File: config.mk
export PLATFORM = sky130hd
export DESIGN_NAME = fetch_stage
export DESIGN_NICKNAME = d
export VERILOG_FILES = /design/src/rtl/fetch_stage.sv
export SDC_FILE = /design/constraint.sdc
export NUM_CORES = 1
export LEC_CHECK = 0
export CORE_AREA = 2 2 177 144
export CTS_CLUSTER_DIAMETER = 200
export DETAILED_ROUTE_END_ITERATION = 6
export DIE_AREA = 0 0 179 146
export PLACE_DENSITY = 0.9
export SKIP_CTS_REPAIR_TIMING = 1
export SYNTH_ARGS = -nofsm -noshare
export SYNTH_HDL_FRONTEND = slang
export SYNTH_SLANG_ARGS = --single-unit
export TNS_END_PERCENT = 20
File: constraint.sdc
create_clock -name clk -period 3.6 [get_ports clk]
set_clock_uncertainty 0.05 [all_clocks]
set_input_delay 0.36 -clock clk [delete_from_list [all_inputs] [get_ports clk]]
set_output_delay 0.36 -clock clk [all_outputs]
set_load 0.01 [all_outputs]
File: src/rtl/fetch_stage.sv
// Instruction-fetch stage: owns the PC, issues synchronous imem reads and
// buffers returned {inst, pc} pairs in a small circular queue for decode.
module fetch_stage #(
  parameter int unsigned       ADDR_W   = 32,
  parameter int unsigned       INST_W   = 26,
  parameter int unsigned       DEPTH    = 4,
  parameter int unsigned       PC_STEP  = 1,
  parameter logic [ADDR_W-1:0] RESET_PC = '0
) (
  input  logic                       clk,
  input  logic                       rst,
  input  logic                       redirect_en,
  input  logic [ADDR_W-1:0]          redirect_pc,
  output logic [ADDR_W-1:0]          imem_addr,
  output logic                       imem_rd,
  input  logic [INST_W-1:0]          imem_rdata,
  output logic                       out_valid,
  input  logic                       out_ready,
  output logic [INST_W-1:0]          out_inst,
  output logic [ADDR_W-1:0]          out_pc,
  output logic [$clog2(DEPTH+1)-1:0] count
);

  localparam int unsigned CW = $clog2(DEPTH + 1);
  localparam int unsigned PW = (DEPTH > 1) ? $clog2(DEPTH) : 1;
  localparam int unsigned SW = CW + 1;

  logic [ADDR_W-1:0] fetch_pc;
  logic [ADDR_W-1:0] pend_pc;
  logic              pending;
  logic [INST_W-1:0] inst_q [DEPTH];
  logic [ADDR_W-1:0] pc_q   [DEPTH];
  logic [PW-1:0]     rd_ptr;
  logic [PW-1:0]     wr_ptr;

  logic          pop;
  logic          push;
  logic          issue;
  logic [SW-1:0] credit;

  function automatic logic [PW-1:0] ptr_inc(input logic [PW-1:0] p);
    return (p == PW'(DEPTH - 1)) ? '0 : p + PW'(1);
  endfunction

  // Credit check counts the in-flight fetch so the queue can never overflow.
  always_comb begin
    pop    = out_valid & out_ready;
    push   = pending & ~redirect_en;
    credit = SW'(count) + SW'(pending) - SW'(pop);
    issue  = ~rst & ~redirect_en & (credit < SW'(DEPTH));
  end

  assign imem_rd   = issue;
  assign imem_addr = fetch_pc;
  assign out_valid = (count != '0);
  assign out_inst  = inst_q[rd_ptr];
  assign out_pc    = pc_q[rd_ptr];

  always_ff @(posedge clk) begin
    if (rst) begin
      fetch_pc <= RESET_PC;
      pend_pc  <= '0;
      pending  <= 1'b0;
      rd_ptr   <= '0;
      wr_ptr   <= '0;
      count    <= '0;
      for (int unsigned i = 0; i < DEPTH; i++) begin
        inst_q[i] <= '0;
        pc_q[i]   <= '0;
      end
    end else if (redirect_en) begin
      // Redirect wins: drop the in-flight response and every queued entry.
      fetch_pc <= redirect_pc;
      pending  <= 1'b0;
      rd_ptr   <= '0;
      wr_ptr   <= '0;
      count    <= '0;
    end else begin
      pending <= issue;
      if (issue) begin
        fetch_pc <= fetch_pc + ADDR_W'(PC_STEP);
        pend_pc  <= fetch_pc;
      end
      if (push) begin
        inst_q[wr_ptr] <= imem_rdata;
        pc_q[wr_ptr]   <= pend_pc;
        wr_ptr         <= ptr_inc(wr_ptr);
      end
      if (pop) begin
        rd_ptr <= ptr_inc(rd_ptr);
      end
      if (push && !pop) begin
        count <= count + CW'(1);
      end else if (pop && !push) begin
        count <= count - CW'(1);
      end
    end
  end

  a_no_overflow: assert property (@(posedge clk) disable iff (rst)
    !(push && !pop && (count == CW'(DEPTH))));

endmodule
==> impl_metrics.yaml, run 1 <==
power_and_ir_drop:
  seq_power_share_pct: 52.1
  p_sw_share_pct: 22.8
  switchingPower_uw: 1770
  leakage_uw: 0.00578
  p_comb_share_pct: 9.6
  p_int_uw: 6000
  peakVddDrop_mv: 0.365
  clock_power_share_pct: 38.2
  powerDensity_nw_per_um2: 471
logic_synthesis:
  synthTopCellsByArea: "edfxtp_1, dfxtp_1, and2_1"
  yosys.area.top_type_share_pct: 51.6
  synth_edf_count: 232
  synthCells: 1014
  async_flop_share_pct: 0
  yosys_warnings: 0
  ys_ff_latch: 306
  synth_area_um2: 13500
  synth_top_flop_cell: "edfxtp_1"
  avgSynthCellArea_um2: 13.3
  seq_area_frac_synth_pct: 62.5
  synth_cell_types: 50
  synth_nets: 1084
  yosysTopAreaCell: "edfxtp_1"
cells_and_area:
  drive_gt1_share_pct: 12.1
  fillerInstances: 1639
  final_nets: 1234
  utilization_pct: 68.2
  syn2layout_area_growth_pct: 22.0
  layout.cells.most_common_list: "and2_1, edfxtp_1, clkdlybuf4s50_1"
  design_area_um2: 16500
  antenna_cells: 0
floorplan:
  die_h_um: 146
  coreArea_um2: 24200
  die_w_um: 179
  dieArea_um2: 26100
  ios: 157
  start_util_pct: 55.9
  rows: 51
drt:
  wirelength_um: 30900
  drc: 0
  num_vias: 8929
  first_iter_violations: 864
  avgViaCountPerCell: 5.94
  drt_first_pass_iters: 5
  wl_per_cell_um: 20.5
  ant_nets: 0
critical_path:
  cp_slowest_stage_delay_ns: 0.56
  crit_chain: "or3_1 > nand2_1 > inv_1 > ha_1 > inv_1 > ha_1 > and3b_1 > or4_1 > a31oi_2 > clkbuf_2"
  startpoint_type: "register"
  worst_path_max_delay_cell: "or4_1"
  endpoint_kind: "output port"
  arrival_ns: 3.07
  crit_path_max_fanout: 4
  required_ns: 3.19
  rrSetupSlack_ns: 0.22
  rr_startpoint: "count[0]$_SDFFE_PP0P_"
  crit_path_start: "count[0]$_SDFFE_PP0P_"
  path_class: "reg -> out"
global_routing:
  grt_use_total_pct: 23.9
  grt_pass1_vias: 8956
  grt_max_degree: 59
  overflow: 0
  grt_pass1_wl_um: 48700
  antenna_found_initial: 0
clock_tree:
  clk_pin_slew_ns: 0.06
  cts_tree: "built"
  cts_buffers: 29
  clockRootBuffer: "clkbuf_16"
  worstSkewPairLatency_ns: 0.55
  htree_levels: 1
  clk_path_buf_depth: 3
  cts.sinks: 306
timing:
  rsz0062_at_grt: "no"
  timing.hold.ws_ns: 0.268
  slew_viol_final: 0
  final.period_utilization_pct: 96.6
  maxSlewHeadroom_pct: 59.8
  max_freq_mhz: 288
  tightest_slew_ns: 0.603
  finalCriticalPeriod_ns: 3.48
  setup_viol: 0
  hold_violations: 0
placed_design:
  post-dp-hpwl_um: 19200
  place.gp.congestion: 0.953
  placed_cell_area_um2: 15600
  io_buffers: 156
flow_run:
  maxCapViolCount: 0
worst_hold_path:
  min_path_type: "in -> reg"
  min_from: "rst"
outcome:
  status: "finished, final reports clean"
==> kinds of logic (layout without fill, tap and decap cells) <==
family	Yosys count	in the layout	synth area share, %
and+or+nand+nor	409	409	17.4
adders and majority gates	8	8	0.796
DFF	306	306	62.5
xor gates and xnor gates	10	10	0.648
muxes	62	62	9.96
AOI/OAI and AO/OA	130	130	6.17
buffers and inverters	89	261	2.56
==> registers in the layout, summed over array words and instances (netlist names), named ones only <==
| signal | cells |
|---|---|
| wr_ptr | 2 |
| count | 3 |
| rd_ptr | 2 |
| pending | 1 |
| inst_q | 104 |
| pend_pc | 32 |
| pc_q | 128 |
| imem_addr | 32 |
==> power by group through the flow <==
stage,Combinational [uW],Sequential (uW),Clock [uW]
final,750,4050,2970
after detailed placement,748,4120,0
after floorplan,367,4100,0
after CTS,753,4050,3010
after global routing,809,4070,3150
after global placement,732,4110,0
==> path summary, 6_finish.rpt <==
check / to / cells after the start
max reg2reg: imem_addr[7]$_SDFFE_PP0P_ / 11
min reg2reg: pend_pc[15]$_SDFFE_PP0P_ / 2
max: imem_rd / 10
min: pend_pc[4]$_SDFFE_PP0P_ / 3
==> layer usage <==
layer  global-route usage, %  part of all wire, %  vias to the layer above
met5                       0                    0                        -
met1                    34.3                   41                     4360
met3                    5.02                   11                       32
li1                        -                    -                     4066
met2                    38.1                   47                      471
met4                    4.76                  1.3                        0
==> worst max-delay path, delay by kind of cell, from the launching register on <==
| kind | cells | cell delay [ns] |
|---|---|---|
| simple gates | 4 | 1.22 |
| buf+inv | 3 | 0.31 |
| fa+ha+maj | 2 | 0.39 |
| compound gates | 1 | 0.29 |
| flops | 1 | 0.31 |
==> area by class of cell <==
| type | instances | area, um^2 | share of cell area, % |
|---|---|---|---|
| clock buffers | 37 | 756 | 4.59 |
| clock inverters | 16 | 161 | 0.979 |
| inverters | 15 | 56.3 | 0.342 |
| multi-input cells | 619 | 4750 | 28.8 |
| flip-flops and latches | 306 | 8450 | 51.3 |
| well taps | 318 | 398 | 2.41 |
| repair buffers | 193 | 1900 | 11.6 |
==> metrics by stage <==
step / std cells / total power [uW] / TNS, ns / setup slack, ns
finish: 1504 / 7770 / 0 / 0.123
global route: 1504 / 8030 / 0 / 0.0187
CTS: 1504 / 7810 / -0.299 / -0.299
detailed placement: 1451 / 4870 / 0 / 0.131
global placement: 1451 / 4840 / 0 / 0.162
floorplan: 1014 / 4460 / 0 / 0.217
==> cell usage after synthesis (5+ instances only) <==
cell type / count
a2111oi_0: 9
a211oi_1: 12
a21oi_1: 37
a311oi_1: 14
a31oi_1: 5
and2_1: 232
and3_1: 7
and4_1: 13
buf_1: 6
clkbuf_1: 63
dfxtp_1: 74
edfxtp_1: 232
ha_1: 7
inv_1: 14
mux4_2: 58
nand2_1: 56
nand3_1: 15
nand4_1: 11
nor2_1: 34
nor3_1: 18
o21ai_0: 36
xnor2_1: 8
(Power assumes the default switching activity.)
==> run 2, diff against run 1 <==
==> constraint.sdc (replaced) <==
create_clock -name clk -period 3.95 [get_ports clk]
set_clock_uncertainty 0.05 [all_clocks]
set_input_delay 0.395 -clock clk [delete_from_list [all_inputs] [get_ports clk]]
set_output_delay 0.395 -clock clk [all_outputs]
set_load 0.005 [all_outputs]
==> run 2 against run 1 <==
Net effect:
- clock-buffer cell count is 1 lower
- core utilization fell by 0.067 points
- die area did not move
- setup slack better by 0.13 ns
- combinational power fell by 14%
- global-route usage decreased by 0.19 points
- first-iteration DRC count shrank 5.3%
- sequential cell count did not move
- sequential share of layout area grew 0.051 points
- sequential power is 8.6% lower
- cell area about the same
==> impl_metrics.yaml, run 2 (synthesized netlist as in run 1, its figures left out) <==
outcome:
  status: "finished, final reports clean"
drt:
  drt_first_pass_iters: 5
  avgViaCountPerCell: 5.99
  wl_per_cell_um: 21.0
  drc: 0
  ant_nets: 0
  first_iter_violations: 818
  wirelength_um: 31300
  num_vias: 8934
timing:
  setup_viol: 0
  tightest_slew_ns: 0.724
  tns_ns: 0
  hold_violations: 0
  slew_viol_final: 0
  timing.hold.ws_ns: 0.260
  finalCriticalPeriod_ns: 3.69
  max_freq_mhz: 271
  maxSlewHeadroom_pct: 51.5
  final.period_utilization_pct: 93.5
critical_path:
  path_class: "reg -> out"
  arrival_ns: 3.25
  crit_chain: "or3_1 > nand2_2 > inv_1 > ha_1 > inv_1 > ha_1 > and3b_1 > o211ai_1 > a31oi_4 > dlymetal6s2s_1"
  crit_path_start: "count[0]$_SDFFE_PP0P_"
  cp_slowest_stage_delay_ns: 0.60
  critPathTopFamily: "compound AO/OA/AOI/OAI gates"
  crit_path_max_fanout: 9
  crit_buf_inv: 3
  endpoint_kind: "output port"
  reg2reg_depth: 12
  worst_path_max_delay_cell: "o211ai_1"
  cp.depth: 10
  rr_startpoint: "count[0]$_SDFFE_PP0P_"
  startpoint_type: "register"
  required_ns: 3.50
clock_tree:
  clk_path_buf_depth: 3
  cts_tree: "built"
  clk_pin_slew_ns: 0.06
  worstSkewPairLatency_ns: 0.55
  cts_buffers: 29
  cts.sinks: 306
  htree_levels: 1
  clockRootBuffer: "clkbuf_16"
placed_design:
  post-dp-hpwl_um: 18900
  place.gp.congestion: 0.902
  io_buffers: 156
power_and_ir_drop:
  leakage_uw: 0.00578
  power_uw: 7140
  powerDensity_nw_per_um2: 433
  peakVddDrop_mv: 0.342
floorplan:
  die_h_um: 146
  dieArea_um2: 26100
  ios: 157
  die_w_um: 179
  start_util_pct: 55.9
  coreArea_um2: 24200
  rows: 51
cells_and_area:
  largest_reg_flops: 128
  layout.cells.most_common_list: "and2_1, edfxtp_1, clkdlybuf4s50_1"
  antenna_cells: 0
  fillerInstances: 1607
  top_regs: "pc_q: 128 flops, inst_q: 104 flops"
  final_nets: 1220
  drive_gt1_share_pct: 12.0
  syn2layout_area_growth_pct: 21.8
  regMostFlops: "pc_q"
  utilization_pct: 68.1
flow_run:
  maxCapViolCount: 0
worst_hold_path:
  min_from: "rst"
  hold_depth: 2
  min_path_type: "in -> reg"
global_routing:
  grt_pass1_vias: 8844
  grt_pass1_wl_um: 48500
  grt_use_total_pct: 23.7
  grt_max_degree: 59
  overflow: 0
  antenna_found_initial: 0
[run 2: changes by cell type in the layout (fill, tap and decap cells not counted), moves of 2 or more]
cell	change
buf_4	-15
clkinv_2	+5
clkbuf_1	-4
clkinv_1	-4
clkinv_4	+3
clkbuf_8	+2
[run 2: worst reg2reg max path: cells and delay by family, from the launching register on]
| family | cells | cell delay [ns] |
|---|---|---|
| DFF | 1 | 0.36 |
| AOI/OAI and AO/OA | 3 | 0.97 |
| adders and majority gates | 2 | 0.38 |
| buffers and inverters | 3 | 0.46 |
| and+or+nand+nor | 4 | 1.35 |
[run 2: area by class of cell]
cell class / count / area, um^2 / area share [%]
clock buffers: 36 / 793 / 4.82
well taps: 318 / 398 / 2.42
clock inverters: 18 / 174 / 1.06
flip-flops and latches: 306 / 8450 / 51.3
inverters: 15 / 56.3 / 0.342
multi-input cells: 619 / 4770 / 29.0
repair buffers: 179 / 1820 / 11.0
[run 2: per-layer routing]
metal  up-vias  routed length [um]  GRT usage (%)
met4         0                 534           4.59
met3        53                2780           3.92
li1       4051                   -              -
met1      4385               13100           33.9
met5         -                   0              0
met2       445               14800           38.8
[run 2: metrics by stage]
stage / cell area [um^2] / worst slack [ns] / cells
floorplan: 13500 / 0.634 / 1014
global placement: 15500 / 0.264 / 1437
detailed placement: 15500 / 0.241 / 1437
CTS: 16400 / -0.329 / 1491
global route: 16500 / -0.00552 / 1491
finish: 16500 / 0.257 / 1491
[run 2: worst paths after layout]
check | endpoint | slack [ns]
worst max-delay path | imem_rd | 0.26
worst min register to register | register | 0.43
worst max register to register | imem_addr[22]$_SDFFE_PP0P_ | 0.27
worst min-delay path | pend_pc[11]$_SDFFE_PP0P_ | 0.26
[run 2: report_power, final]
part | total (uW) | switching [uW] | internal (uW)
sequential | 3700 | 106 | 3590
clock | 2800 | 1170 | 1620
combinational | 642 | 324 | 318
==> run 3, diff against run 2 <==
SETUP_SLACK_MARGIN = 0.2   (was default)
==> run 3 against run 2 <==
Net effect:
- hold slack barely moved
- fmax rose by 0.22%
- sequential cell count did not move
- setup slack improved by 0.0080 ns
- cell area barely moved
- core utilization rose by 0.067 points
- register-to-register slack improved by 0.17 ns
- wire length rose by 0.18%
- largest cell class unchanged
- non-clock buffer count rose by 2
- cell count rose by 0.13%
- total power rose by 0.11%
==> impl_metrics.yaml, run 3 (synthesized netlist as in run 1, its figures left out) <==
drt:
  wirelength_um: 31300
  ant_nets: 0
  num_vias: 8967
  drt_first_pass_iters: 5
  avgViaCountPerCell: 6.01
  first_iter_violations: 898
  drc: 0
  wl_per_cell_um: 21.0
cells_and_area:
  layout.cells.most_common_list: "and2_1, edfxtp_1, clkdlybuf4s50_1"
  top_regs: "pc_q: 128 flops, inst_q: 104 flops"
  final_nets: 1222
  regMostFlops: "pc_q"
  fin_cells: 1493
  syn2layout_area_growth_pct: 22.0
  fillerInstances: 1602
  antenna_cells: 0
  largest_reg_flops: 128
  regArea_um2: 8450
  drive_gt1_share_pct: 12.3
  multi_input_area_um2: 4770
  utilization_pct: 68.2
clock_tree:
  cts.sinks: 306
  clk_path_buf_depth: 3
  clk_pin_slew_ns: 0.06
  htree_levels: 1
  cts_tree: "built"
  worstSkewPairLatency_ns: 0.54
  cts_buffers: 29
  clockRootBuffer: "clkbuf_16"
timing:
  finalCriticalPeriod_ns: 3.68
  final.period_utilization_pct: 93.3
  hold_violations: 0
  setup_viol: 0
  slew_viol_final: 0
  tightest_slew_ns: 0.674
  maxSlewHeadroom_pct: 55.1
  rsz0062_at_grt: "yes"
  max_freq_mhz: 271
floorplan:
  ios: 157
  rows: 51
  coreArea_um2: 24200
  die_w_um: 179
  start_util_pct: 55.9
  dieArea_um2: 26100
  die_h_um: 146
power_and_ir_drop:
  powerDensity_nw_per_um2: 434
  peakVddDrop_mv: 0.342
  clock_power_share_pct: 39.1
  p_int_uw: 5540
  switchingPower_uw: 1600
  seq_power_share_pct: 51.8
  p_sw_share_pct: 22.5
  p_comb_share_pct: 9.1
  leakage_uw: 0.00579
critical_path:
  worst_path_max_delay_cell: "or4b_4"
  critPathTopFamily: "simple AND/OR/NAND/NOR gates"
  required_ns: 3.50
  cp_slowest_stage_delay_ns: 0.56
  arrival_ns: 3.24
  crit_path_max_fanout: 9
  crit_buf_inv: 3
  crit_chain: "or3_1 > nand2_2 > inv_1 > ha_1 > inv_1 > ha_1 > and3b_1 > or4b_4 > a31oi_4 > dlymetal6s2s_1"
  path_class: "reg -> out"
  startpoint_type: "register"
  endpoint_kind: "output port"
global_routing:
  gr-usage-met2_pct: 38.8
  grt.busiest_layer: "met2"
  antenna_found_initial: 0
  grt_pass1_wl_um: 48500
  grt_max_degree: 59
  use_met3_pct: 3.92
  grt_pass1_vias: 8844
  use_met1_pct: 33.9
  grt_use_total_pct: 23.7
  overflow: 0
placed_design:
  place.gp.congestion: 0.902
  post-dp-hpwl_um: 18900
  placedCellCount: 1437
  io_buffers: 156
outcome:
  status: "finished, final reports clean"
flow_run:
  maxCapViolCount: 0
worst_hold_path:
  min_path_type: "in -> reg"
## run 3: cell count changes in the layout (fill, tap and decap cells not counted)
cell	delta
and3_2	+1
buf_4	+2
and3_1	-1
## run 3: final timing paths
path | slack, ns | to | from | depth (start not counted)
worst max-delay path | 0.27 | imem_rd | count[0]$_SDFFE_PP0P_ | 10
worst min register to register | 0.44 | register | rd_ptr[1]$_SDFFE_PP0N_ | 2
worst min-delay path | 0.26 | pend_pc[11]$_SDFFE_PP0P_ | rst | 2
worst max register to register | 0.44 | imem_addr[22]$_SDFFE_PP0P_ | count[0]$_SDFFE_PP0P_ | 11
## run 3: worst register-to-register path, cell delays in order, from the launching register on
cell and delay [ns]:
dfxtp_1 0.36, or3_1 0.44, nand2_2 0.14, inv_1 0.08
ha_1 0.18, inv_1 0.07, ha_1 0.21, and3b_1 0.19
or4_4 0.56, and3_2 0.35, or4_1 0.53, a311oi_1 0.26
## run 3: cell type report
cell class	count	area share [%]
Inverter	15	0.342
Clock buffer	36	4.81
Tap cell	318	2.41
Sequential cell	306	51.3
Timing Repair Buffer	181	11.1
Clock inverter	18	1.06
Multi-Input combinational cell	619	29.0
## run 3: stage by stage
step                      cell area [um^2]  hold slack, ns  worst slack [ns]  power (uW)  setup TNS (ns)
final                                16500           0.260             0.265        7150               0
after global routing                 16500           0.296             0.133        7370               0
after CTS                            16400           0.242            -0.329        7170          -0.329
after detailed placement             15500           0.424             0.241        4400               0
after global placement               15500           0.420             0.264        4370               0
after floorplan                      13500           0.404             0.634        4040               0
## run 3: layer usage
metal	up-vias	share of wire, %
met5	-	0
met4	0	1.8
met3	58	9.1
met2	468	47
met1	4394	42
li1	4047	-
## run 3: power groups by stage
stage	Clock (uW)	Combinational, uW	Sequential [uW]
4_1_cts	2830	639	3700
2_1_floorplan	0	317	3720
3_3_place_gp	0	619	3750
5_1_grt	2950	701	3710
3_5_place_dp	0	634	3760
6_report	2790	652	3700
